**src/rtl/ascon_perm_sequencer.sv**
```systemverilog
// Round sequencer for an external single-round Ascon permutation datapath.
// Holds the 320-bit state and steps it through p^a / p^b one round per cycle.
module ascon_perm_sequencer #(
    parameter int MAX_ROUNDS = 12,
    parameter int RND_W      = 4
) (
    input  logic             clk_i,
    input  logic             rst_ni,
    input  logic             req_valid_i,
    output logic             req_ready_o,
    input  logic [RND_W-1:0] req_rounds_i,
    input  logic [319:0]     req_state_i,
    output logic             rsp_valid_o,
    input  logic             rsp_ready_i,
    output logic [319:0]     rsp_state_o,
    output logic [319:0]     rnd_state_o,
    output logic [RND_W-1:0] rnd_idx_o,
    output logic [7:0]       rnd_const_o,
    output logic             rnd_en_o,
    input  logic [319:0]     rnd_state_i,
    output logic             busy_o
);

    typedef enum logic [1:0] {IDLE, RUN, DONE} fsm_e;

    localparam logic [RND_W-1:0] MAX_R = RND_W'(MAX_ROUNDS);

    fsm_e             fsm_q, fsm_d;
    logic [319:0]     state_q, state_d;
    logic [RND_W-1:0] cnt_q, cnt_d;
    logic [RND_W-1:0] idx_q, idx_d;
    logic [RND_W-1:0] nr_eff;
    logic             rnd_en, rsp_valid;

    // Ascon round-constant table; unused indices return 0 to stay X-free.
    function automatic logic [7:0] round_const(input logic [RND_W-1:0] idx);
        case (int'(idx))
            0:       round_const = 8'hF0;
            1:       round_const = 8'hE1;
            2:       round_const = 8'hD2;
            3:       round_const = 8'hC3;
            4:       round_const = 8'hB4;
            5:       round_const = 8'hA5;
            6:       round_const = 8'h96;
            7:       round_const = 8'h87;
            8:       round_const = 8'h78;
            9:       round_const = 8'h69;
            10:      round_const = 8'h5A;
            11:      round_const = 8'h4B;
            default: round_const = 8'h00;
        endcase
    endfunction

    always_comb begin
        nr_eff = (req_rounds_i > MAX_R) ? MAX_R : req_rounds_i;
    end

    always_comb begin
        fsm_d     = fsm_q;
        state_d   = state_q;
        cnt_d     = cnt_q;
        idx_d     = idx_q;
        rnd_en    = 1'b0;
        rsp_valid = 1'b0;
        case (fsm_q)
            IDLE: begin
                if (req_valid_i) begin
                    state_d = req_state_i;
                    if (nr_eff == '0) begin
                        fsm_d = DONE;
                    end else begin
                        cnt_d = nr_eff;
                        idx_d = MAX_R - nr_eff;
                        fsm_d = RUN;
                    end
                end
            end
            RUN: begin
                rnd_en  = 1'b1;
                state_d = rnd_state_i;
                idx_d   = idx_q + 1'b1;
                cnt_d   = cnt_q - 1'b1;
                if (cnt_q == RND_W'(1)) begin
                    fsm_d = DONE;
                end
            end
            DONE: begin
                rsp_valid = 1'b1;
                if (rsp_ready_i) begin
                    fsm_d = IDLE;
                end
            end
            default: fsm_d = IDLE;
        endcase
    end

    always_ff @(posedge clk_i) begin
        if (!rst_ni) begin
            fsm_q   <= IDLE;
            state_q <= '0;
            cnt_q   <= '0;
            idx_q   <= '0;
        end else begin
            fsm_q   <= fsm_d;
            state_q <= state_d;
            cnt_q   <= cnt_d;
            idx_q   <= idx_d;
        end
    end

    // Handshake and status outputs are forced low while reset is held.
    assign req_ready_o = (fsm_q == IDLE) && rst_ni;
    assign rsp_valid_o = rsp_valid && rst_ni;
    assign rnd_en_o    = rnd_en && rst_ni;
    assign busy_o      = (fsm_q != IDLE) && rst_ni;
    assign rsp_state_o = state_q;
    assign rnd_state_o = state_q;
    assign rnd_idx_o   = idx_q;
    assign rnd_const_o = round_const(idx_q);

endmodule
```
**config.mk**
```make
export PLATFORM = sky130hd
export DESIGN_NAME = ascon_perm_sequencer
export DESIGN_NICKNAME = d
export VERILOG_FILES = /design/src/rtl/ascon_perm_sequencer.sv
export SDC_FILE = /design/constraint.sdc
export NUM_CORES = 1
export LEC_CHECK = 0
export CORE_AREA = 2 2 508 510
export DETAILED_ROUTE_END_ITERATION = 12
export DIE_AREA = 0 0 510 512
export GPL_TIMING_DRIVEN = 0
export PLACE_DENSITY = 0.3
export SLEW_MARGIN = 20
export SYNTH_ARGS = -nofsm -noshare
export SYNTH_HDL_FRONTEND = slang
export SYNTH_SLANG_ARGS = --single-unit
```
**constraint.sdc**
```tcl
create_clock -name clk_i -period 3.09 [get_ports clk_i]
set_clock_uncertainty 0.05 [all_clocks]
set_input_delay 0.618 -clock clk_i [delete_from_list [all_inputs] [get_ports clk_i]]
set_output_delay 0.618 -clock clk_i [all_outputs]
set_load 0.01 [all_outputs]
```
==> flow_summary.toml <==
[status]
status = "completed"

[timing]
period_share_pct = 97.1
fmax_mhz = 333
setup_viol = 0
worstMarginPinSlew_ns = 1.02
rsz0062_at_grt = "false"
fin_ws_ns = 0.0882
relSlewSlack_pct = 32.3
maxSlewViolCount = 0
layout_min_cycle_time_ns = 3.00
finalHoldViolations = 0
tns_ns = 0

[critical_path]
cp_slowest_cell = "clkdlybuf4s50_1"
critPathMostFrequentCell = "clkdlybuf4s50_1"
slowest_delay_ns = 0.63
cp_max_fo = 19
worst_setup_path_end_kind = "primary output"
path_cells = "clkdlybuf4s50_1 > inv_1 > clkbuf_8 > nor2_1 > clkdlybuf4s50_1"
crit_type = "in2out"
rrSetupSlack_ns = 0.36
start_kind = "primary input"
cp.arrival_ns = 2.33
cp_data_required_time_ns = 2.42

[global_route]
first_global_vias = 22700
grt_use_met1_pct = 15.9
met2_usage_pct = 24.3
grt_pass1_wl_mm = 243
grt_max_degree = 20
gr-max-usage-layer = "met2"
use_met3_pct = 6.62
antenna_found_initial = 46
gr-usage-all-layers_pct = 14.2
grt_overflow = 0

[place]
io_buffer_count = 1302
gp_congestion = 0.871
dp_slack_ns = -0.924
place_hpwl_mm = 169

[synth]
ys_warn_count = 0
synth-xor-area-share_pct = 0.0516
yosys.area_share.simple_pct = 22.3
synth_edf_count = 0
synth_seq_area_share_pct = 39.8
synth_cell_types = 44
synth_compound_area_share_pct = 18.0
synth_cells = 2206
synth_fa_ha_area_share_pct = 0.295
muxShareOfSynthArea_pct = 0.133
synth_top_family_by_area = "simple AND/OR/NAND/NOR gates"
synth-seq-cells = 338
synthFlopType = "dfxtp_1"
netlist_area_um2 = 17000
postSynthAreaPerCell_um2 = 7.70
syn-num-nets = 2858
async_flop_share_pct = 0

[detailed_routing]
wl_per_cell_um = 27.6
num_vias = 22000
drt_iter0_drc = 1176
firstDrtPassIters = 5
via_per_inst = 3.13
drcViolationCount = 0
routed_wl_mm = 193
drtAntennaViolNets = 0

[cts]
cts_resized = 10
clk_pin_slew_worst_paths_ns = 0.06
clock_sinks = 338
tritoncts = "yes"
cts_htree_levels = 2
clk_latency_ns = 0.65
cts_buffer_depth = 3
numCtsBuffers = 52
postCtsSetupBuffers = 0
cts_root_buf = "clkbuf_16"
cts_hold_buf = 0

[final_layout]
fillCellCount = 29300
mostFrequentLayoutCell = "clkdlybuf4s50_1"
final_layout_size_suffix_gt1_share_pct = 14.6
multiInputGateArea_um2 = 6930
regArea_um2 = 6770
finalNetCount = 4215
most-common-layout-cells = "clkdlybuf4s50_1, nand2_1, dfxtp_1"
syn2layout_area_growth_pct = 112

[floorplanning]
die_x_um = 510
core_um2 = 256000
initial_utilization_pct = 6.64
io_pins = 1304
die_h_um = 512
row_count = 186
die_area_um2 = 261000

[pwr]
ir_worst_vdd_mv = 0.399
power_density_nw_per_um2 = 569
leakage_nw = 13.5

[hold_path]
hp-class = "in2reg"

[job]
drv_cap = 0
-- per-layer routing --
layer  vias to the layer above  share of wire, %
li1                      10000                 -
met1                     10600                39
met2                      1145                48
met3                       152                12
met4                         4               2.0
met5                         -             0.017
-- cell usage after synthesis, drive strengths merged, types with 2 or more instances --
cell | count | area (µm²)
a211oi | 3 | 27.5
a21boi | 2 | 15.0
a21oi | 6 | 30.0
a2bb2oi | 2 | 17.5
a311oi | 322 | 2830
and3 | 2 | 12.5
buf | 435 | 2990
clkbuf | 71 | 267
dfxtp | 338 | 6770
ha | 4 | 50.1
inv | 8 | 30.0
mux2 | 2 | 22.5
nand2 | 649 | 2440
nor2 | 333 | 1250
nor3 | 3 | 15.0
nor4bb | 2 | 20.0
o211ai | 3 | 22.5
o21ai | 2 | 10.0
-- worst max-delay path: cells and delay by family --
family / cells / cell delay (ns)
buffers and inverters: 4 / 1.58
and+or+nand+nor: 1 / 0.14
-- flip-flops by register name (all words and copies together), names as in the netlist --
register,cells
rnd_const_o,8
rnd_idx_o,4
cnt_q,4
rnd_state_o,320
fsm_q,2
-- metrics by stage --
step           util (%)  area, µm²  instances  power [mW]  hold slack (ns)
5_1_grt            14.1      36000       6992        21.8            0.285
3_3_place_gp       13.4      34300       6892        14.8            0.429
6_report           14.1      36100       7008        20.5            0.316
3_5_place_dp       13.4      34300       6895        14.8            0.446
2_1_floorplan         -      17000       2206        8.68            0.412
4_1_cts            14.1      36000       6983        21.2            0.239
-- cell type report --
type / instances / share of cell area, %
Inverter: 8 / 0.0833
Antenna cell: 25 / 0.174
Multi-Input combinational cell: 1354 / 19.2
Clock buffer: 75 / 4.13
Tap cell: 3384 / 11.7
Timing Repair Buffer: 1305 / 36.3
Sequential cell: 338 / 18.8
Buffer: 504 / 9.11
Clock inverter: 15 / 0.416
-- kinds of logic after synthesis --
logic type      count (synthesis)
simple gates                  996
buf+inv                       514
compound gates                351
flops                         338
fa+ha+maj                       4
mux                             2
xor+xnor                        1
-- worst paths after layout --
| path | to | depth (start not counted) | start |
|---|---|---|---|
| max | busy_o | 5 | rst_ni |
| min | cnt_q[2] | 4 | req_rounds_i[2] |
| max reg2reg | rnd_state_o[272] | 7 | fsm_q[0] |
| min reg2reg | cnt_q[3] | 2 | cnt_q[3] |
-- report_power, final --
part	internal, mW	switching [mW]
registers	5.00	1.03
logic	4.09	4.27
clock network	3.49	2.65
total	12.6	7.95
No activity file was read; power rests on OpenSTA's default activity.
